File: config.mk
export PLATFORM = sky130hd
export DESIGN_NAME = multi_cycle_alu
export DESIGN_NICKNAME = d
export VERILOG_FILES = /design/src/rtl/multi_cycle_alu.sv
export SDC_FILE = /design/constraint.sdc
export NUM_CORES = 1
export LEC_CHECK = 0
export ABC_AREA = 1
export BUFFER_PORTS_ARGS = -buffer_cell sky130_fd_sc_hd__buf_2
export CAP_MARGIN = 20
export CORE_UTILIZATION = 35
export CTS_CLUSTER_SIZE = 8
export DETAILED_ROUTE_END_ITERATION = 16
export MAX_ROUTING_LAYER = met4
export PLACE_DENSITY_LB_ADDON = 0.25
export SKIP_LAST_GASP = 1
export SLEW_MARGIN = 20
export SYNTH_ARGS = -nofsm -noshare
export SYNTH_HDL_FRONTEND = slang
export SYNTH_SLANG_ARGS = --single-unit
File: constraint.sdc
create_clock -name clk -period 6.5 [get_ports clk]
set_clock_uncertainty 0.05 [all_clocks]
set_input_delay 1.3 -clock clk [delete_from_list [all_inputs] [get_ports clk]]
set_output_delay 1.3 -clock clk [all_outputs]
set_load 0.02 [all_outputs]
File: src/rtl/multi_cycle_alu.sv
// Multi-cycle ALU: single-cycle ADD/SUB/OR/SUBP plus bit-serial
// CMCO (longest ones run), POPC and MULU (shift-add).
module multi_cycle_alu #(
    parameter int WIDTH = 32,
    parameter int CNTW  = 6
) (
    input  logic             clk,
    input  logic             reset,
    input  logic             start,
    input  logic [3:0]       ALUop,
    input  logic [WIDTH-1:0] A,
    input  logic [WIDTH-1:0] B,
    output logic [WIDTH-1:0] AO,
    output logic [WIDTH-1:0] HI,
    output logic             ovf,
    output logic             busy,
    output logic             done
);

    localparam logic [3:0] OP_ADD  = 4'd0;
    localparam logic [3:0] OP_SUB  = 4'd1;
    localparam logic [3:0] OP_OR   = 4'd2;
    localparam logic [3:0] OP_CMCO = 4'd3;
    localparam logic [3:0] OP_SUBP = 4'd4;
    localparam logic [3:0] OP_POPC = 4'd5;
    localparam logic [3:0] OP_MULU = 4'd6;

    typedef enum logic [1:0] {IDLE, RUN, DONE} state_t;

    state_t           state;
    logic [3:0]       op;
    logic [WIDTH-1:0] sa;
    logic [WIDTH-1:0] bq;
    logic [WIDTH-1:0] acc;
    logic [CNTW-1:0]  cnt;
    logic [CNTW-1:0]  run;
    logic [CNTW-1:0]  best;

    logic [WIDTH-1:0] sum;
    logic [WIDTH-1:0] dif;
    logic [WIDTH-1:0] sc_ao;
    logic             sc_ovf;
    logic             iter;

    always_comb begin
        sc_ao  = '0;
        sc_ovf = 1'b0;
        iter   = 1'b0;
        sum    = A + B;
        dif    = A - B;
        case (ALUop)
            OP_ADD: begin
                sc_ao  = sum;
                sc_ovf = (A[WIDTH-1] == B[WIDTH-1]) &&
                         (sum[WIDTH-1] != A[WIDTH-1]);
            end
            OP_SUB: begin
                sc_ao  = dif;
                sc_ovf = (A[WIDTH-1] != B[WIDTH-1]) &&
                         (dif[WIDTH-1] != A[WIDTH-1]);
            end
            OP_OR:   sc_ao = A | B;
            OP_SUBP: sc_ao = ($signed(A) > $signed(B)) ? dif : (B - A);
            OP_CMCO, OP_POPC, OP_MULU: iter = 1'b1;
            default: ;
        endcase
    end

    // One serial step: sa shifts right; for MULU its top refills
    // with product bits so {acc, sa} ends as the full product.
    logic [WIDTH:0]   madd;
    logic [WIDTH-1:0] sa_nx;
    logic [CNTW-1:0]  run_nx;
    logic [CNTW-1:0]  best_nx;
    logic [CNTW-1:0]  pop_nx;

    always_comb begin
        madd    = {1'b0, acc} + (sa[0] ? {1'b0, bq} : '0);
        sa_nx   = (op == OP_MULU) ? {madd[0], sa[WIDTH-1:1]}
                                  : {1'b0, sa[WIDTH-1:1]};
        run_nx  = sa[0] ? (run + CNTW'(1)) : '0;
        best_nx = (run_nx > best) ? run_nx : best;
        pop_nx  = best + {{(CNTW-1){1'b0}}, sa[0]};
    end

    always_ff @(posedge clk or negedge reset) begin
        if (!reset) begin
            state <= IDLE;
            op    <= '0;
            sa    <= '0;
            bq    <= '0;
            acc   <= '0;
            cnt   <= '0;
            run   <= '0;
            best  <= '0;
            AO    <= '0;
            HI    <= '0;
            ovf   <= 1'b0;
            busy  <= 1'b0;
            done  <= 1'b0;
        end else begin
            case (state)
                IDLE, DONE: begin
                    if (start) begin
                        op   <= ALUop;
                        sa   <= A;
                        bq   <= B;
                        acc  <= '0;
                        cnt  <= '0;
                        run  <= '0;
                        best <= '0;
                        if (iter) begin
                            state <= RUN;
                            busy  <= 1'b1;
                            done  <= 1'b0;
                        end else begin
                            state <= DONE;
                            AO    <= sc_ao;
                            HI    <= '0;
                            ovf   <= sc_ovf;
                            busy  <= 1'b0;
                            done  <= 1'b1;
                        end
                    end else begin
                        state <= IDLE;
                        busy  <= 1'b0;
                        done  <= 1'b0;
                    end
                end
                RUN: begin
                    cnt  <= cnt + CNTW'(1);
                    sa   <= sa_nx;
                    acc  <= madd[WIDTH:1];
                    run  <= run_nx;
                    best <= (op == OP_POPC) ? pop_nx : best_nx;
                    if (cnt == CNTW'(WIDTH - 1)) begin
                        state <= DONE;
                        busy  <= 1'b0;
                        done  <= 1'b1;
                        ovf   <= 1'b0;
                        case (op)
                            OP_MULU: begin
                                AO <= sa_nx;
                                HI <= madd[WIDTH:1];
                            end
                            OP_POPC: begin
                                AO <= WIDTH'(pop_nx);
                                HI <= '0;
                            end
                            default: begin
                                AO <= WIDTH'(best_nx);
                                HI <= '0;
                            end
                        endcase
                    end
                end
                default: begin
                    state <= IDLE;
                    busy  <= 1'b0;
                    done  <= 1'b0;
                end
            endcase
        end
    end

endmodule

==> results of run 1 <==
## cells by family (layout without fill, tap and decap cells)
kind of cell    count (synthesis)  count (layout)  synth area share, %
compound gates                570             570                 18.8
fa+ha+maj                     174             174                 12.7
flops                         185             185                 26.6
buf+inv                       457             549                 10.5
xor+xnor                       37              37                 1.86
mux                             1               1               0.0646
simple gates                 1221            1221                 29.6
## power by group through the flow
stage | clock [mW] | sequential [mW] | combinational [mW]
final | 1.05 | 1.47 | 1.74
after global routing | 1.12 | 1.49 | 1.92
after CTS | 1.08 | 1.47 | 1.72
after detailed placement | 0 | 1.49 | 1.71
after global placement | 0 | 1.48 | 1.70
after floorplan | 0 | 1.48 | 1.16
## layout by cell type (no fill, tap or decap), types with 22 or more instances in the layout
master    instances
nor3_1           24
o211ai_1         34
o21bai_1         33
a21oi_1         186
ha_1            170
inv_1           342
o21ai_0         213
xor2_1           37
dfrtp_1         185
buf_2           136
nand2_1         755
a21o_1           22
nor2_1          192
o22ai_1          22
nand3_1         150
## final timing paths
| path | start | endpoint | slack [ns] | cells past startpoint |
|---|---|---|---|---|
| max | A[19] | AO[16]$_DFFE_PN0P_ | 2.50 | 18 |
| min | HI[23]$_DFFE_PN0P_ | HI[23]$_DFFE_PN0P_ | 0.42 | 2 |
| max reg2reg | sa[0]$_DFFE_PN0P_ | HI[31]$_DFFE_PN0P_ | 3.18 | 19 |
| min reg2reg | HI[23]$_DFFE_PN0P_ | HI[23]$_DFFE_PN0P_ | 0.42 | 2 |
| max in group asynchronous | reset | AO[10]$_DFFE_PN0P_ | 4.55 | 2 |
| min in group asynchronous | reset | cnt[5]$_DFFE_PN0P_ | 0.75 | 1 |
## cell type report
type | instances | area, µm² | share of cell area (%)
inverter | 366 | 1380 | 7.17
sequential | 185 | 4630 | 24.1
timing repair buffer | 151 | 803 | 4.18
clock buffer | 18 | 439 | 2.28
clock inverter | 14 | 151 | 0.788
tap | 664 | 831 | 4.32
multi-input combinational | 2003 | 11000 | 57.2
## per-stage QoR
step / total power, mW / util (%) / hold WS [ns] / area, µm² / instances
after detailed placement: 3.20 / 38.0 / 0.413 / 18600 / 3369
final: 4.26 / 39.2 / 0.424 / 19200 / 3401
after global routing: 4.54 / 39.2 / 0.447 / 19200 / 3401
after global placement: 3.19 / 38.0 / 0.410 / 18600 / 3369
after CTS: 4.26 / 39.2 / 0.431 / 19200 / 3401
after floorplan: 2.64 / - / 0.398 / 17400 / 2645
## cell usage after synthesis (22+ instances only)
library cell,number
nor3_1,24
nand3_1,150
a21oi_1,186
a21o_1,22
dfrtp_1,185
buf_2,23
nor2_1,193
nand2_1,756
clkbuf_1,47
o211ai_1,34
o21ai_0,213
inv_1,342
o21bai_1,33
xor2_1,37
ha_1,170
o22ai_1,22
## worst reg2reg max path: stages, from the launching register on
cell and delay (ns):
dfrtp_1 0.33, buf_4 0.37, nand2_1 0.10, inv_1 0.07
ha_1 0.19, fa_1 0.23, nand2_1 0.07, nand3_1 0.07
o21ai_0 0.12, o21ai_1 0.36, nand2_1 0.09, nand2_1 0.13
nand2_1 0.07, nand2_1 0.13, nand4_1 0.18, nand2_1 0.15
nand2_1 0.06, nand3b_1 0.20, nand3_1 0.16, nand2_1 0.12
## metal layers
metal | part of all wire [%] | GRT usage, % | wire, µm
met4 | 2.1 | 7.09 | 1450
met5 | 0 | - | 0
met1 | 47 | 39.4 | 32000
met3 | 6.8 | 2.86 | 4580
met2 | 44 | 41.7 | 29700
## sequential cells by signal (all words and copies together), names as in the netlist
signal	cells
AO	32
HI	32
acc	32
best	6
bq	32
cnt	6
done	1
op	4
ovf	1
run	6
sa	32
state	1
==> summary.txt, run 1 <==
Power and ir drop
  • Switching fraction of total power: 44.3%
  • Leakage: 10.2 nW
  • Clock share of power: 24.7%
  • Worst IR drop on VDD: 136 µV
  • Part of the power in registers: 34.5%
  • Internal power: 2.37 mW
  • Sw power: 1.89 mW
  • Logic pwr share: 40.8%
  • Pwr per Cell Area: 222 nW/µm²

GRT
  • Gr ovfl total: 0
  • All-Layer GR Usage: 27.7%
  • First-pass GRT wire length: 103,000 µm
  • Pin count of the biggest net entering global routing: 76
  • Initial antenna violation count: 0
  • Vias in the first global route: 17,200

Setup path
  • Crit-path cells: buf_2, inv_1, ha_1, inv_2, a21oi_1, nand2_1, nand2_1, nand2_1, a21oi_1, nand3_1, nand2_4, nand2_8, inv_6, nand2_1, nand3_1, nand3b_1, nand2_1, nand2_1
  • Highest-delay cell along the critical path: ha_1
  • Highest cell delay on the worst timing path: 0.61 ns
  • Critical Path Most Common Cell: nand2_1
  • WP data required: 6.79 ns
  • CP max FO: 37
  • Critical path's top delay family: simple AND/OR/NAND/NOR gates
  • Critical path class: input port to flop
  • Critical Path Source Type: input port
  • Crit path DAT: 4.29 ns
  • CP endpoint kind: flop
  • WP buf/inv: 4

Detailed routing
  • Via Count: 18,000
  • Final wirelength: 67,700 µm
  • Routed len/inst: 19.9 µm
  • Drt pass-1 iters: 6
  • DRT iter0 DRCs: 1,731
  • DRC Markers: 0
  • Via/cell ratio: 5.30
  • Antenna-violating nets left: 0

Clock network
  • Total CTS buffers: 17
  • Postcts setup bufs: 0
  • Clk slew on worst S/H paths: 0.07 ns
  • Clk root buf: clkbuf_16
  • Clk sinks: 185
  • CTS max path bufs: 2
  • CTS tree: done
  • Max H-tree Level: 4
  • Clk Latency, worst-skew pair: 0.46 ns
  • Hold buffers post-CTS: 0
  • Post-cts repair resize count: 0

Logic synthesis
  • Synthesized cell area: 17,400 µm²
  • Largest area contributor in the netlist: dfrtp_1
  • Mapped Nets: 2,890
  • Seq cells post-synth: 185
  • Syn_area_per_cell: 6.59 µm²
  • Distinct cells, synth: 56
  • Top-area cell type share of the netlist area: 26.6%
  • Primary FF master, synth: dfrtp_1
  • EDFF count, synth: 0
  • Synth warnings: 0
  • Async SR Flop Fraction: 100%
  • Cells after Synth: 2,645
  • Post-synthesis sequential area ratio: 26.6%
  • Largest cells by area after synthesis: dfrtp_1 27%, nand2_1 16%, ha_1 12%, inv_1 7.4%, o21ai_0 6.1%

Floorplan
  • Die X: 225 µm
  • Core Box Area: 49,100 µm²
  • Row count: 81
  • Die Span Y: 225 µm
  • Num ports: 138
  • Initial Util: 35.5%
  • DIE AREA: 50,700 µm²

Placement
  • IO Port Bufs: 137
  • Dpl hpwl: 54,900 µm
  • GP Congestion: 1.07
  • Worst slack, placed: 2.10 ns

Final layout
  • Fill cells: 5,334
  • Antenna cells: 0
  • Final nets: 2,969
  • Synthesis-to-finish area growth: 10.3%
  • Share of layout cells above drive strength 1: 10.1%

STA
  • Final hold violations: 0
  • Slew Limit Fails: 0
  • RSZ-0062 raised after global routing: false
  • Worst-Margin Slew: 1.02 ns
  • Fin crit share: 61.5%
  • Slew HR: 31.9%
  • Final Critical Period: 4.00 ns
  • Final worst slack: 2.50 ns
  • Setup_tns: 0 ns
  • Maximum clock rate: 250 MHz
  • Setup-failing EPs final: 0

Outcome
  • Status: completed

Min path
  • HP Class: flop to flop

Flow run
  • Maxcap violations: 0
(Power assumes the default switching activity.)
==> run 2, diff against run 1 <==
--- a/config.mk
+++ b/config.mk
@@ -5,7 +5,7 @@
 export SDC_FILE = /design/constraint.sdc
 export NUM_CORES = 1
 export LEC_CHECK = 0
-export ABC_AREA = 1
+export ABC_AREA = 0
 export BUFFER_PORTS_ARGS = -buffer_cell sky130_fd_sc_hd__buf_2
 export CAP_MARGIN = 20
 export CORE_UTILIZATION = 35
==> constraint.sdc (replaced) <==
create_clock -name clk -period 3.75 [get_ports clk]
set_clock_uncertainty 0.05 [all_clocks]
set_input_delay 0.75 -clock clk [delete_from_list [all_inputs] [get_ports clk]]
set_output_delay 0.75 -clock clk [all_outputs]
set_load 0.02 [all_outputs]
==> run 2 against run 1 <==
  * Sequential power grew 91%
  * Sequential share of layout area shrank 0.32 points
  * Worst hold slack got worse by 0.29 ns
  * Critical path type unchanged
==> summary.txt, run 2 <==
Outcome
  • Status: completed

Placement
  • Dpl hpwl: 45,600 µm
  • Cell Area, Placed: 18,900 µm²
  • Placed Cells: 2,780
  • IO Port Bufs: 137
  • Worst slack, placed: -0.445 ns
  • GP Congestion: 0.966

Floorplan
  • DIE AREA: 45,200 µm²
  • Core Box Area: 43,500 µm²
  • Row count: 76
  • Num ports: 138
  • Die X: 213 µm
  • Die Span Y: 213 µm
  • Initial Util: 35.7%

Detailed routing
  • DRC Markers: 0
  • Via/cell ratio: 5.52
  • Drt pass-1 iters: 5
  • Final wirelength: 58,900 µm
  • DRT iter0 DRCs: 1,381
  • Routed len/inst: 20.9 µm
  • Via Count: 15,500
  • Antenna-violating nets left: 0

Logic synthesis
  • Synthesized cell area: 15,500 µm²
  • Post-synthesis sequential area ratio: 29.8%
  • Synth warnings: 0
  • Largest cells by area after synthesis: dfrtp_1 30%, ha_1 14%, a21oi_1 4.8%, nand2_1 4.8%, o21ai_0 4.1%
  • Async SR Flop Fraction: 100%
  • Syn_area_per_cell: 8.35 µm²
  • Commonest cells in the netlist: 197 x nand2_1, 185 x dfrtp_1, 170 x ha_1, 150 x a21oi_1, 127 x o21ai_0
  • Mapped Nets: 2,106
  • Largest area contributor in the netlist: dfrtp_1
  • Primary FF master, synth: dfrtp_1
  • Distinct cells, synth: 82
  • EDFF count, synth: 0
  • Cells after Synth: 1,861
  • Cell with the most instances after synthesis: nand2_1
  • Top-area cell type share of the netlist area: 29.8%
  • Seq cells post-synth: 185

Final layout
  • Share of layout cells above drive strength 1: 23.1%
  • Fin area: 19,500 µm²
  • Most frequent cells in the layout: 288 x buf_4, 197 x nand2_1, 185 x dfrtp_1, 170 x ha_1, 150 x a21oi_1
  • Synthesis-to-finish area growth: 25.4%
  • Commonest non-fill, non-tap cell in the layout: buf_4
  • Post-Layout Cell Count: 2,812
  • Final core utilization: 44.8%
  • Final nets: 2,460
  • Antenna cells: 0

STA
  • Fin crit share: 95.9%
  • Hold slack: 0.134 ns
  • Slew Limit Fails: 0
  • Slew HR: 29.8%
  • RSZ-0062 raised after global routing: false
  • Setup-failing EPs final: 0
  • Setup_tns: 0 ns
  • Final worst slack: 0.154 ns
  • Final Critical Period: 3.60 ns
  • Maximum clock rate: 278 MHz
  • Worst-Margin Slew: 1.05 ns
  • Final hold violations: 0

Clock network
  • Clk Latency, worst-skew pair: 0.51 ns
  • Clk sinks: 185
  • CTS tree: done
  • Clk slew on worst S/H paths: 0.08 ns
  • Total CTS buffers: 17
  • Hold buffers post-CTS: 0
  • Max H-tree Level: 4
  • Clk root buf: clkbuf_16
  • CTS max path bufs: 2

GRT
  • Initial antenna violation count: 3
  • Gr ovfl total: 0
  • Pin count of the biggest net entering global routing: 75
  • All-Layer GR Usage: 27.3%
  • Vias in the first global route: 15,400
  • First-pass GRT wire length: 90,600 µm

Setup path
  • Critical Path Most Common Cell: buf_4
  • Highest cell delay on the worst timing path: 0.56 ns
  • Crit path DAT: 3.93 ns
  • Critical path's top delay family: compound AO/OA/AOI/OAI gates
  • WP buf/inv: 6
  • CP max FO: 12
  • Highest-delay cell along the critical path: or4_4
  • Crit-path cells: buf_2, inv_1, ha_1, or4_4, o21bai_1, a31oi_1, buf_4, a2111oi_1, buf_4, nor3_2, buf_4, nor3_4, buf_12, a221o_1, a221oi_1, o21ai_1
  • WP data required: 4.08 ns
  • Critical path class: input port to flop
  • Critical Path Source Type: input port
  • CP endpoint kind: flop

Min path
  • HP Class: input port to async pin

Power and ir drop
  • Total Power: 8.48 mW
  • Pwr per Cell Area: 435 nW/µm²
  • Leakage: 9.77 nW
  • Worst IR drop on VDD: 346 µV

Flow run
  • Maxcap violations: 0
run 2: per-layer routing:
metal | share of wire (%) | up-vias | wire length, µm | GRT usage, %
li1 | - | 7459 | - | -
met1 | 46 | 7466 | 27000 | 35.9
met5 | 0 | - | 0 | -
met3 | 5.2 | 98 | 3030 | 4.00
met2 | 46 | 506 | 26900 | 42.6
met4 | 3.2 | 0 | 1880 | 10.2
run 2: kinds of logic after synthesis:
logic type / after synthesis / share of synthesized area, %
adders and majority gates: 174 / 14.2
xor gates and xnor gates: 76 / 4.28
muxes: 16 / 1.06
and+or+nand+nor: 520 / 15.9
AOI/OAI and AO/OA: 676 / 29.4
buffers and inverters: 214 / 5.33
DFF: 185 / 29.8
run 2: power by group:
group	switching (mW)	internal, mW	total (mW)
Sequential	0.365	2.44	2.81
Clock	0.959	0.871	1.83
Combinational	2.27	1.57	3.85
run 2: layout make-up:
class	instances	area, µm²
inverter	116	435
multi-input combinational	1462	10100
tap	585	732
clock buffer	17	425
clock inverter	14	131
sequential	185	4630
fill	4361	24000
timing repair buffer	433	3020
run 2: worst register-to-register path: stages, from the launching register on:
cell	delay, ns
dfrtp_1	0.37
buf_4	0.14
buf_4	0.19
and2_1	0.18
ha_1	0.37
a21o_1	0.19
a21o_1	0.17
a211o_1	0.31
o2111ai_1	0.35
a31o_2	0.26
o21bai_1	0.10
a31o_2	0.27
a21oi_1	0.18
xnor2_1	0.13
a22o_1	0.21
run 2: path summary, 6_finish.rpt:
check | slack [ns] | start | cells past startpoint | to
min in group clk | 0.42 | HI[2]$_DFFE_PN0P_ | 2 | HI[2]$_DFFE_PN0P_
min reg2reg | 0.42 | HI[2]$_DFFE_PN0P_ | 2 | HI[2]$_DFFE_PN0P_
max in group asynchronous | 2.64 | reset | 2 | sa[21]$_DFFE_PN0P_
max | 0.15 | A[22] | 16 | AO[10]$_DFFE_PN0P_
max reg2reg | 0.20 | sa[0]$_DFFE_PN0P_ | 14 | HI[26]$_DFFE_PN0P_
min | 0.13 | reset | 1 | sa[5]$_DFFE_PN0P_
run 2: timing repair:
action                                  CTS  global route
resized for setup                         0             1
endpoints found under the setup margin    0             9
setup buffers                             0             1
